===== src/rtl/filter_cfg_sequencer.sv =====
// Command decoder behind the nibble receiver: assembles framed commands, drives the
// filter core's coefficient write port and enable/bypass levels, and flags bad frames.
module filter_cfg_sequencer #(
  parameter int DATA_WIDTH     = 4,
  parameter int NUM_COEFS      = 8,
  parameter int COEF_NIBBLES   = 2,
  parameter int TIMEOUT_CYCLES = 1000,
  localparam int AW = (NUM_COEFS > 1) ? $clog2(NUM_COEFS) : 1,
  localparam int CW = COEF_NIBBLES * DATA_WIDTH
) (
  input  logic                  clk,
  input  logic                  reset_n,
  // Receiver side: nib_valid is a one-cycle strobe with no ready; every strobe is
  // consumed in the cycle it arrives, so back-to-back strobes are never dropped.
  input  logic [DATA_WIDTH-1:0] nib_data,
  input  logic                  nib_valid,
  output logic                  coef_wr_en,
  output logic [AW-1:0]         coef_wr_addr,
  output logic [CW-1:0]         coef_wr_data,
  output logic                  filter_enable,
  output logic                  filter_bypass,
  output logic                  cfg_busy,
  output logic                  err_pulse,
  output logic [1:0]            err_code,
  output logic [1:0]            state_dbg
);

  localparam int TW = $clog2(TIMEOUT_CYCLES);
  localparam int NW = (COEF_NIBBLES > 1) ? $clog2(COEF_NIBBLES) : 1;

  localparam logic [DATA_WIDTH-1:0] OP_NOP        = DATA_WIDTH'(0);
  localparam logic [DATA_WIDTH-1:0] OP_WRITE_COEF = DATA_WIDTH'(1);
  localparam logic [DATA_WIDTH-1:0] OP_ENABLE     = DATA_WIDTH'(2);
  localparam logic [DATA_WIDTH-1:0] OP_DISABLE    = DATA_WIDTH'(3);
  localparam logic [DATA_WIDTH-1:0] OP_BYPASS_ON  = DATA_WIDTH'(4);
  localparam logic [DATA_WIDTH-1:0] OP_BYPASS_OFF = DATA_WIDTH'(5);

  localparam logic [1:0] ERR_ILLEGAL_OP = 2'd0;
  localparam logic [1:0] ERR_BAD_ADDR   = 2'd1;
  localparam logic [1:0] ERR_LOCKED     = 2'd2;
  localparam logic [1:0] ERR_TIMEOUT    = 2'd3;

  typedef enum logic [1:0] {
    IDLE     = 2'd0,
    GET_ADDR = 2'd1,
    GET_COEF = 2'd2
  } state_t;

  state_t          state_q, state_d;
  logic [TW-1:0]   tmo_q, tmo_d;
  logic [NW-1:0]   nib_cnt_q, nib_cnt_d;
  logic [CW-1:0]   shift_q, shift_d;
  logic [AW-1:0]   addr_q, addr_d;
  logic            perr_q, perr_d;
  logic [1:0]      pcode_q, pcode_d;
  logic            wr_en_d;
  logic [AW-1:0]   wr_addr_d;
  logic [CW-1:0]   wr_data_d;
  logic            enable_d, bypass_d;
  logic            err_pulse_d;
  logic [1:0]      err_code_d;

  logic            addr_bad;
  logic            tmo_hit;
  logic            last_nib;
  logic [CW-1:0]   shift_next;

  assign addr_bad   = ({1'b0, nib_data} >= (DATA_WIDTH + 1)'(NUM_COEFS));
  assign tmo_hit    = (tmo_q == TW'(TIMEOUT_CYCLES - 1));
  assign last_nib   = (nib_cnt_q == NW'(COEF_NIBBLES - 1));
  assign shift_next = (shift_q << DATA_WIDTH) | CW'(nib_data);

  assign cfg_busy  = (state_q != IDLE);
  assign state_dbg = state_q;

  always_comb begin
    state_d     = state_q;
    tmo_d       = tmo_q;
    nib_cnt_d   = nib_cnt_q;
    shift_d     = shift_q;
    addr_d      = addr_q;
    perr_d      = perr_q;
    pcode_d     = pcode_q;
    wr_en_d     = 1'b0;
    wr_addr_d   = coef_wr_addr;
    wr_data_d   = coef_wr_data;
    enable_d    = filter_enable;
    bypass_d    = filter_bypass;
    err_pulse_d = 1'b0;
    err_code_d  = err_code;

    case (state_q)
      IDLE: begin
        tmo_d     = '0;
        nib_cnt_d = '0;
        if (nib_valid) begin
          case (nib_data)
            OP_NOP:        ;
            OP_WRITE_COEF: state_d  = GET_ADDR;
            OP_ENABLE:     enable_d = 1'b1;
            OP_DISABLE:    enable_d = 1'b0;
            OP_BYPASS_ON:  bypass_d = 1'b1;
            OP_BYPASS_OFF: bypass_d = 1'b0;
            default: begin
              err_pulse_d = 1'b1;
              err_code_d  = ERR_ILLEGAL_OP;
            end
          endcase
        end
      end

      GET_ADDR, GET_COEF: begin
        if (nib_valid) begin
          tmo_d = '0;
          if (state_q == GET_ADDR) begin
            // Address problems are remembered and reported only once the frame ends.
            addr_d    = nib_data[AW-1:0];
            perr_d    = addr_bad || filter_enable;
            pcode_d   = addr_bad ? ERR_BAD_ADDR : ERR_LOCKED;
            shift_d   = '0;
            nib_cnt_d = '0;
            state_d   = GET_COEF;
          end else begin
            shift_d = shift_next;
            if (last_nib) begin
              state_d   = IDLE;
              nib_cnt_d = '0;
              if (perr_q) begin
                err_pulse_d = 1'b1;
                err_code_d  = pcode_q;
              end else begin
                wr_en_d   = 1'b1;
                wr_addr_d = addr_q;
                wr_data_d = shift_next;
              end
            end else begin
              nib_cnt_d = nib_cnt_q + NW'(1);
            end
          end
        end else if (tmo_hit) begin
          state_d     = IDLE;
          tmo_d       = '0;
          nib_cnt_d   = '0;
          err_pulse_d = 1'b1;
          err_code_d  = ERR_TIMEOUT;
        end else begin
          tmo_d = tmo_q + TW'(1);
        end
      end

      default: state_d = IDLE;
    endcase
  end

  always_ff @(posedge clk or negedge reset_n) begin
    if (!reset_n) begin
      state_q       <= IDLE;
      tmo_q         <= '0;
      nib_cnt_q     <= '0;
      shift_q       <= '0;
      addr_q        <= '0;
      perr_q        <= 1'b0;
      pcode_q       <= 2'd0;
      coef_wr_en    <= 1'b0;
      coef_wr_addr  <= '0;
      coef_wr_data  <= '0;
      filter_enable <= 1'b0;
      filter_bypass <= 1'b0;
      err_pulse     <= 1'b0;
      err_code      <= 2'd0;
    end else begin
      state_q       <= state_d;
      tmo_q         <= tmo_d;
      nib_cnt_q     <= nib_cnt_d;
      shift_q       <= shift_d;
      addr_q        <= addr_d;
      perr_q        <= perr_d;
      pcode_q       <= pcode_d;
      coef_wr_en    <= wr_en_d;
      coef_wr_addr  <= wr_addr_d;
      coef_wr_data  <= wr_data_d;
      filter_enable <= enable_d;
      filter_bypass <= bypass_d;
      err_pulse     <= err_pulse_d;
      err_code      <= err_code_d;
    end
  end

endmodule

===== config.mk =====
export PLATFORM = sky130hd
export DESIGN_NAME = filter_cfg_sequencer
export DESIGN_NICKNAME = d
export VERILOG_FILES = /design/src/rtl/filter_cfg_sequencer.sv
export SDC_FILE = /design/constraint.sdc
export NUM_CORES = 1
export LEC_CHECK = 0
export ABC_CLOCK_PERIOD_IN_PS = 2400
export BUFFER_PORTS_ARGS = -buffer_cell sky130_fd_sc_hd__clkbuf_2
export CORE_MARGIN = 1
export CORE_UTILIZATION = 55
export CTS_BUF_LIST = sky130_fd_sc_hd__clkbuf_4 sky130_fd_sc_hd__clkbuf_8
export DETAILED_ROUTE_END_ITERATION = 7
export PLACE_DENSITY_LB_ADDON = 0.1
export SLEW_MARGIN = 15
export SYNTH_ARGS = -nofsm -noshare
export SYNTH_HDL_FRONTEND = slang
export SYNTH_SLANG_ARGS = --single-unit

===== constraint.sdc =====
create_clock -name clk -period 2.4 [get_ports clk]
set_input_delay 0.48 -clock clk [delete_from_list [all_inputs] [get_ports clk]]
set_output_delay 0.48 -clock clk [all_outputs]
set_load 0.01 [all_outputs]

After elaboration in Yosys (flattened, before gate mapping)

Index checks and enable logic that the tools add are counted.

Register bits after elaboration: 40
Latch bits: 0
Memory bits (writable): 0
Bits in read-only memories: 0
Bits of input ports: 7
Output and inout port bits: 20
Word-level logic and storage cells: 93
Memories: 0

$add $sub $neg: 2
Multipliers: 0
Div/mod/pow operators: 0
$lt $le $gt $ge: 1
Equality and inequality tests: 16
Shift-type cells: 0
Multiplexer cells: 40
Bitwise logic cells: 3
Reduce and logical (&&, ||, !) cells: 17

Operators with widths:

| operator                                                              | count |
|---|---|
| 2-bit 2-to-1 mux                                                      | 14 |
| 10-bit 2-to-1 mux                                                     | 2 |
| 10-bit one-hot mux with 2 select lines                                | 1 |
| 1-bit 2-to-1 mux                                                      | 16 |
| 3-bit != test, second input constant                                  | 4 |
| 10-bit by 1-bit adder with 10-bit output, second input constant       | 1 |
| 10-bit equality test, second input constant                           | 1 |
| 3-bit AND reduction                                                   | 3 |
| 4-bit by 2-bit equality test with 1-bit output, second input constant | 2 |
| 4-bit by 3-bit equality test with 1-bit output, second input constant | 2 |
| 8-bit by 4-bit OR with 8-bit output                                   | 1 |
| 1-bit one-hot mux with 2 select lines                                 | 4 |
| 2-bit one-hot mux with 2 select lines                                 | 2 |
| 2-bit nonzero test                                                    | 4 |
| 7-bit AND reduction                                                   | 1 |
| 6-bit OR reduction                                                    | 1 |
| 5-bit AND reduction                                                   | 1 |
| 4-bit by 1-bit equality test with 1-bit output, second input constant | 1 |
| 4-bit greater-or-equal comparator, second input constant              | 1 |
| 4-bit logical NOT                                                     | 1 |
| 4-bit 2-to-1 mux                                                      | 1 |
| 2-bit != test, second input constant                                  | 2 |
| 4-bit != test, second input constant                                  | 1 |
| 2-bit AND reduction                                                   | 2 |
| other kinds (9)                                                       | 10 |

Longest topological paths before layout

Gate-level depths: netlist (run 1).

Depth after elaboration: 5
Depth in mapped cells: 7
Depth with buffers taken out: 6

Worst setup path before layout (run 1)

Ideal clock, no wire load.

Path kind: register to register
From: register state_q[0] (netlist: state_dbg[0])
To: register coef_wr_data[0]
Setup time: 0.125 ns
Arrival: 1.891 ns
Data required time: 2.275 ns
Path slack: 0.384 ns
Cell stages (with the launch flop): 8
Path buffers: 1
Period minus slack after synthesis: 2.016 ns
Path through: dfrtp_1 -> inv_1 -> ha_1 -> nand2_2 -> nor3b_1 -> and2b_2 -> buf_6 -> mux2_2

Cells in the longest elaborated chain, start to end: 3
Elaborated cells on any way between the ends: 5
Those cells by class: 2 x eq/ne; 1 x bitwise; 2 x reduce/logical

RTL lines:

| what                                                                                  | line    | source |
|---|---|---|
| start: declaration                                                                    | 49      | `state_t state_q, state_d;` |
| start signal: assignment                                                              | 172     | `state_q <= state_d;` |
| 2-bit by 1-bit equality test with 1-bit output or 2-bit equality test (tied branches) | 92, 115 |  |
| 2-bit OR reduction or 1-bit NOT (tied branches)                                       | --      |  |
| 5-bit AND reduction (no source line) (*)                                              | --      |  |
| end signal: assignment                                                                | 181     | `coef_wr_data <= wr_data_d;` |
| end: declaration                                                                      | 19      | `output logic [CW-1:0] coef_wr_data,` |

Every way passes the cells marked *; elsewhere a longest branch is shown, timed or not.
A chain may end at the register's enable or synchronous reset.

Worst setup path in the final report (run 1)

Ends and elaborated chain as after synthesis.

==> reports/qor.yml, run 1 <==
routing:
  drtIter0Drc: 57
  routedWlPerCell_um: 13.7
  via_per_inst: 5.37
  wl_um: 3320
  post-route-drc-count: 0
  vias: 1304
  dr.pass1.iters: 4
  postRouteAntennaNets: 0
timing:
  finalMaxSlewViolations: 0
  finalHoldViolCount: 0
  finalSetupTns_ns: 0
  setup_viol: 0
  hold_slack_ns: 0.0750
  skew_ns: 0.0117
  postLayoutSetupSlackWorst_ns: 0.242
  tightest_slew_ns: 0.545
  max_clock_freq_ghz: 0.463
  fin_crit_ns: 2.16
  rsz0062_at_grt: "no"
  slew_headroom_pct: 63.7
  fin_crit_sh_pct: 89.9
floorplan:
  io_pins: 27
  die_y_um: 61.4
  die_w_um: 61.4
  start_util_pct: 57.8
  dieArea_mm2: 0.00377
  std_cell_rows: 21
  core_area_mm2: 0.00336
logic_synthesis:
  synthXorXnorAreaFrac_pct: 2.70
  synth_area_per_cell_um2: 11.8
  synth_warnings: 0
  synth_commonest_cells: "dfrtp_1 (40), nand2_1 (18), mux2_2 (16)"
  synth_area_mm2: 0.00194
  synthSimpleGateAreaFrac_pct: 17.8
  synth_compound_area_share_pct: 8.56
  synth_top_area_cell: "dfrtp_1"
  yosysUniqueCellTypes: 34
  yosys_most_used_dff: "dfrtp_1"
  synth_area_leaders: "dfrtp_1 (52%), mux2_2 (9.3%), ha_1 (3.9%), nand2_1 (3.5%), o21ai_0 (3.3%)"
  synth_top_family_by_area: "simple AND/OR/NAND/NOR gates"
  synth_edf_count: 0
  synthMuxAreaShare_pct: 12.4
  yosys.cell_count.top_type: "dfrtp_1"
  syn-num-nets: 178
  synth-async-reset-ratio_pct: 100
  ys_seq_elements: 40
  synth_cells: 165
  synth_top_cell_area_share_pct: 51.5
  synth-adder-area-share_pct: 3.86
  seq_area_frac_synth_pct: 51.5
pwr:
  irDropWorstVdd_mv: 0.656
  leakage_nw: 1.04
  power_density_mw_per_mm2: 1160
clock_tree:
  cts_htree_levels: 2
  path_clk_slew_ns: 0.13
  clock-sinks: 40
  clock_path_buffers: 2
  insertion_delay_ns: 0.36
  cts_buffers: 5
  cts_tree: "yes"
  cts_setup_buffers: 0
  clock-root-buffer: "clkbuf_4"
placed_design:
  place_area_mm2: 0.00211
  portBuffers: 26
  detailed_place_hpwl_um: 2500
  gp_congestion: 0.743
  dp_slack_ns: 0.178
  dp.cells: 235
setup_path:
  r2r_end: "coef_wr_data[0]$_DFFE_PN0P_"
  end_kind: "flip-flop"
  crit_path_start_kind: "flip-flop"
  required_ns: 2.65
  r2r_cells: 6
  r2r-start: "state_dbg[0]$_DFFE_PN0P_"
  crit_arrival_ns: 2.41
  ff2ff_setup_slack_ns: 0.24
  worstSetupPathType: "flip-flop to flip-flop"
  critPathMaxFanout: 12
global_route:
  grt_max_degree: 23
  grt_pass1_wl_um: 5400
  grt_pass1_vias: 1199
  overflow: 0
  track_usage_pct: 20.2
  grt_antenna_before_repair: 0
final_layout:
  layout-drive-gt1-share_pct: 30.5
  synthToLayoutAreaGrowth_pct: 13.2
  finalInstanceArea_mm2: 0.00220
  fin_cells: 243
  fill_cells: 307
  nets: 209
  diodes: 0
run:
  max_cap_viol_count: 0
outcome:
  outcome: "finished, final reports clean"
min_path:
  hp-class: "primary input to async pin"
-- metal layers --
| layer | up-vias | global-route usage, % | wire [um] |
|---|---|---|---|
| li1 | 637 | - | - |
| met1 | 636 | 26.8 | 1520 |
| met2 | 25 | 31.4 | 1620 |
| met3 | 6 | 5.67 | 125 |
| met4 | 0 | 8.57 | 63 |
| met5 | - | 0 | 0 |
-- worst max-delay path by stage --
stage	from	to	slack, ns
finish	state_dbg[0]$_DFFE_PN0P_	coef_wr_data[0]$_DFFE_PN0P_	0.24
detailed placement	state_dbg[0]$_DFFE_PN0P_	coef_wr_data[0]$_DFFE_PN0P_	0.18
global route	state_dbg[0]$_DFFE_PN0P_	coef_wr_data[0]$_DFFE_PN0P_	0.04
floorplan	state_dbg[0]$_DFFE_PN0P_	coef_wr_data[0]$_DFFE_PN0P_	0.38
global placement	state_dbg[0]$_DFFE_PN0P_	coef_wr_data[6]$_DFFE_PN0P_	0.30
CTS	state_dbg[0]$_DFFE_PN0P_	coef_wr_data[0]$_DFFE_PN0P_	0.17
-- worst max-delay path: stages (launching register included) --
cell and delay [ns]:
dfrtp_1 0.43, inv_1 0.10, ha_1 0.42, nand2_2 0.15
nor3b_1 0.28, and2b_4 0.31, mux2_2 0.36
-- registers in the layout, indices dropped and copies added (netlist names), 2 cells and up --
register,count
addr_q,3
coef_wr_addr,3
coef_wr_data,8
err_code,2
pcode_q,2
shift_q,4
state_dbg,2
tmo_q,10
-- timing repair --
item                       in CTS  in global routing
setup endpoints to repair       0                 11
gates resized for setup         0                  1
hold buffers                    0                  0
-- cell families (layout without fill, tap and decap cells) --
family / Yosys count / in the layout
flops: 40 / 40
buf+inv: 12 / 44
simple gates: 57 / 57
fa+ha+maj: 6 / 6
compound gates: 22 / 22
mux: 22 / 22
xor+xnor: 6 / 6
-- final cells by class --
class	count	area [um2]	share of cell area, %
clock buffer	5	37.5	1.71
clock inverter	3	46.3	2.10
inverter	8	30.0	1.37
multi-input combinational	113	882	40.1
sequential	40	1000	45.5
tap	46	57.6	2.62
timing repair buffer	28	145	6.60
-- cell usage in the layout (no fill, tap or decap), types with 2 or more instances in the layout --
cell type,count
nor2_1,13
mux2_2,16
clkbuf_2,26
buf_4,2
ha_1,6
or3_1,3
nand2b_1,5
mux2i_1,6
xnor2_1,3
nand2_1,18
nor4b_1,2
clkbuf_4,5
nand4b_1,3
nor4_1,2
o21ai_0,13
xor2_1,3
inv_1,8
nor3_1,2
dfrtp_1,40
a21oi_1,4
-- per-stage QoR --
| step | utilization (%) | power, W |
|---|---|---|
| 2_1_floorplan | - | 0.00178 |
| 3_3_place_gp | 62.9 | 0.00207 |
| 3_5_place_dp | 62.9 | 0.00212 |
| 4_1_cts | 65.4 | 0.00258 |
| 5_1_grt | 65.4 | 0.00274 |
| 6_report | 65.4 | 0.00254 |
-- power by group --
part	total (W)	switching (W)	internal, W
combinational	0.00104	0.000551	0.000488
sequential	0.00105	0.000144	0.000905
clock	0.000456	0.000234	0.000222
Note: power is estimated with default switching activity, not from simulation.
==> run 2: changes to the inputs <==
--- a/config.mk
+++ b/config.mk
@@ -8,10 +8,11 @@
 export ABC_CLOCK_PERIOD_IN_PS = 2400
 export BUFFER_PORTS_ARGS = -buffer_cell sky130_fd_sc_hd__clkbuf_2
 export CORE_MARGIN = 1
-export CORE_UTILIZATION = 55
+export CORE_UTILIZATION = 30
 export CTS_BUF_LIST = sky130_fd_sc_hd__clkbuf_4 sky130_fd_sc_hd__clkbuf_8
 export DETAILED_ROUTE_END_ITERATION = 7
 export PLACE_DENSITY_LB_ADDON = 0.1
+export SETUP_SLACK_MARGIN = 0.2
 export SLEW_MARGIN = 15
 export SYNTH_ARGS = -nofsm -noshare
 export SYNTH_HDL_FRONTEND = slang
==> reports/qor.yml, run 2 (synthesis results as in run 1) <==
setup_path:
  worstPathCellList: "inv_1, ha_4, nand2_2, nor3b_4, and2b_2, mux2_2"
  end_kind: "flip-flop"
  slowest_delay_ns: 0.42  # about the same
  crit_path_start_kind: "flip-flop"
  slowest_stage: "dfrtp_1"
  crit_arrival_ns: 2.17  # -0.24 ns
  required_ns: 2.57  # -0.08 ns
  worstSetupPathType: "flip-flop to flip-flop"
  critPathMaxFanout: 9  # -3
final_layout:
  layout-drive-gt1-share_pct: 32.0  # +1.5 points
  fin_cells: 275  # +13%
  layout_commonest_cell: "dfrtp_1"
  largest-register: "tmo_q"
  layout_common_cells: "dfrtp_1 (40), clkbuf_2 (26), nand2_1 (18)"
  largest_reg_flops: 10  # unchanged
  nets: 212  # +1.4%
  diodes: 0  # unchanged
  synthToLayoutAreaGrowth_pct: 19.1
  reg_top3: "tmo_q: 10 flops, coef_wr_data: 8 flops, shift_q: 4 flops"
clock_tree:
  clock_path_buffers: 2  # unchanged
  insertion_delay_ns: 0.28  # -0.08 ns
  clock-root-buffer: "clkbuf_8"
  path_clk_slew_ns: 0.07  # -0.06 ns
  cts_htree_levels: 2  # unchanged
  cts_setup_buffers: 0  # unchanged
  clock-sinks: 40  # unchanged
  cts_buffers: 5  # unchanged
  cts_tree: "yes"
floorplan:
  std_cell_rows: 28  # +33%
  io_pins: 27  # unchanged
  dieArea_mm2: 0.00680  # +80%
  die_y_um: 82.5  # +34%
  core_area_mm2: 0.00610  # +81%
  die_w_um: 82.5  # +34%
  start_util_pct: 31.9  # -26 points
global_route:
  grt_pass1_wl_um: 6660  # +23%
  track_usage_pct: 13.4  # -6.8 points
  grt_antenna_before_repair: 0  # unchanged
  grt_pass1_vias: 1351  # +13%
  grt_max_degree: 22  # -4.3%
  overflow: 0  # unchanged
placed_design:
  detailed_place_hpwl_um: 2900  # +16%
  portBuffers: 26  # unchanged
  dp.cells: 265  # +13%
  gp_congestion: 0.805  # +8.3%
routing:
  via_per_inst: 4.80  # -11%
  postRouteAntennaNets: 0  # unchanged
  wl_um: 3990  # +20%
  routedWlPerCell_um: 14.5  # +6.0%
  post-route-drc-count: 0  # unchanged
  drtIter0Drc: 41  # -28%
  dr.pass1.iters: 4  # unchanged
  vias: 1319  # +1.2%
timing:
  fin_crit_sh_pct: 83.2  # -6.7 points
  rsz0062_at_grt: "no"
  max_clock_freq_ghz: 0.501  # +8.1%
  finalMaxSlewViolations: 0  # unchanged
  finalHoldViolCount: 0  # unchanged
  setup_viol: 0  # unchanged
  skew_ns: 0.00498  # -0.00672 ns
  tightest_slew_ns: 0.400  # -0.145 ns
  fin_crit_ns: 2.00  # -0.161 ns
  finalSetupTns_ns: 0  # unchanged
  slew_headroom_pct: 73.0  # +9.3 points
min_path:
  hp-class: "flip-flop to flip-flop"
pwr:
  leakage_nw: 1.08  # +3.7%
  power_density_mw_per_mm2: 1180  # +1.9%
  irDropWorstVdd_mv: 0.404  # -38%
outcome:
  outcome: "finished, final reports clean"
run:
  max_cap_viol_count: 0  # unchanged
[run 2: stage by stage]
stage                     hold slack, ns  instance area [um2]  total power [W]  setup WS, ns  utilization [%]
after floorplan                    0.184                 1940          0.00178         0.384                -
after global placement             0.300                 2160          0.00211         0.264             35.4
after detailed placement           0.299                 2160          0.00214         0.143             35.4
after CTS                          0.473                 2290          0.00273         0.215             37.6
after global routing               0.479                 2310          0.00295         0.270             38.0
final                              0.483                 2310          0.00273         0.403             38.0
[run 2: layout make-up]
type                       count  area, um2
clock buffer                   6       76.3
clock inverter                 2       35.0
fill                         626       3780
inverter                       8       30.0
multi-input combinational    114        915
sequential                    40       1000
tap                           75       93.8
timing repair buffer          30        163
[run 2: final timing paths]
path	start	end	slack (ns)	cells after the start
worst max register to register	state_dbg[0]$_DFFE_PN0P_	coef_wr_data[1]$_DFFE_PN0P_	0.40	6
worst max-delay path	state_dbg[0]$_DFFE_PN0P_	coef_wr_data[1]$_DFFE_PN0P_	0.40	6
worst min-delay path	pcode_q[1]$_DFFE_PN0P_	pcode_q[1]$_DFFE_PN0P_	0.48	2
min in group asynchronous	reset_n	tmo_q[5]$_DFFE_PN0P_	0.54	2
max in group asynchronous	reset_n	shift_q[3]$_DFFE_PN0P_	1.38	3
worst min register to register	pcode_q[1]$_DFFE_PN0P_	pcode_q[1]$_DFFE_PN0P_	0.48	2
[run 2: routing by layer]
| metal | track usage, % | vias to the layer above | share of wire (%) |
|---|---|---|---|
| li1 | - | 645 | - |
| met1 | 17.3 | 638 | 46 |
| met2 | 20.9 | 30 | 48 |
| met3 | 3.52 | 6 | 4.2 |
| met4 | 6.32 | 0 | 1.4 |
| met5 | 0 | - | 0 |
[run 2: power by group]
part | internal, W | switching, W
Clock | 0.000320 | 0.000224
Combinational | 0.000529 | 0.000598
Sequential | 0.000907 | 0.000150
Total | 0.00176 | 0.000972
[run 2: repair_timing]
action,CTS,global route
hold buffers,1,0
setup endpoints to repair,11,11
resized for setup,3,3
endpoints found under the hold margin,3,0
gates cloned,1,0
[run 2: worst max-delay path, delay by kind of cell (launching register included)]
kind          cells  cell delay [ns]
simple gates      3             0.67
flops             1             0.42
mux               1             0.34
fa+ha+maj         1             0.33
buf+inv           1             0.13
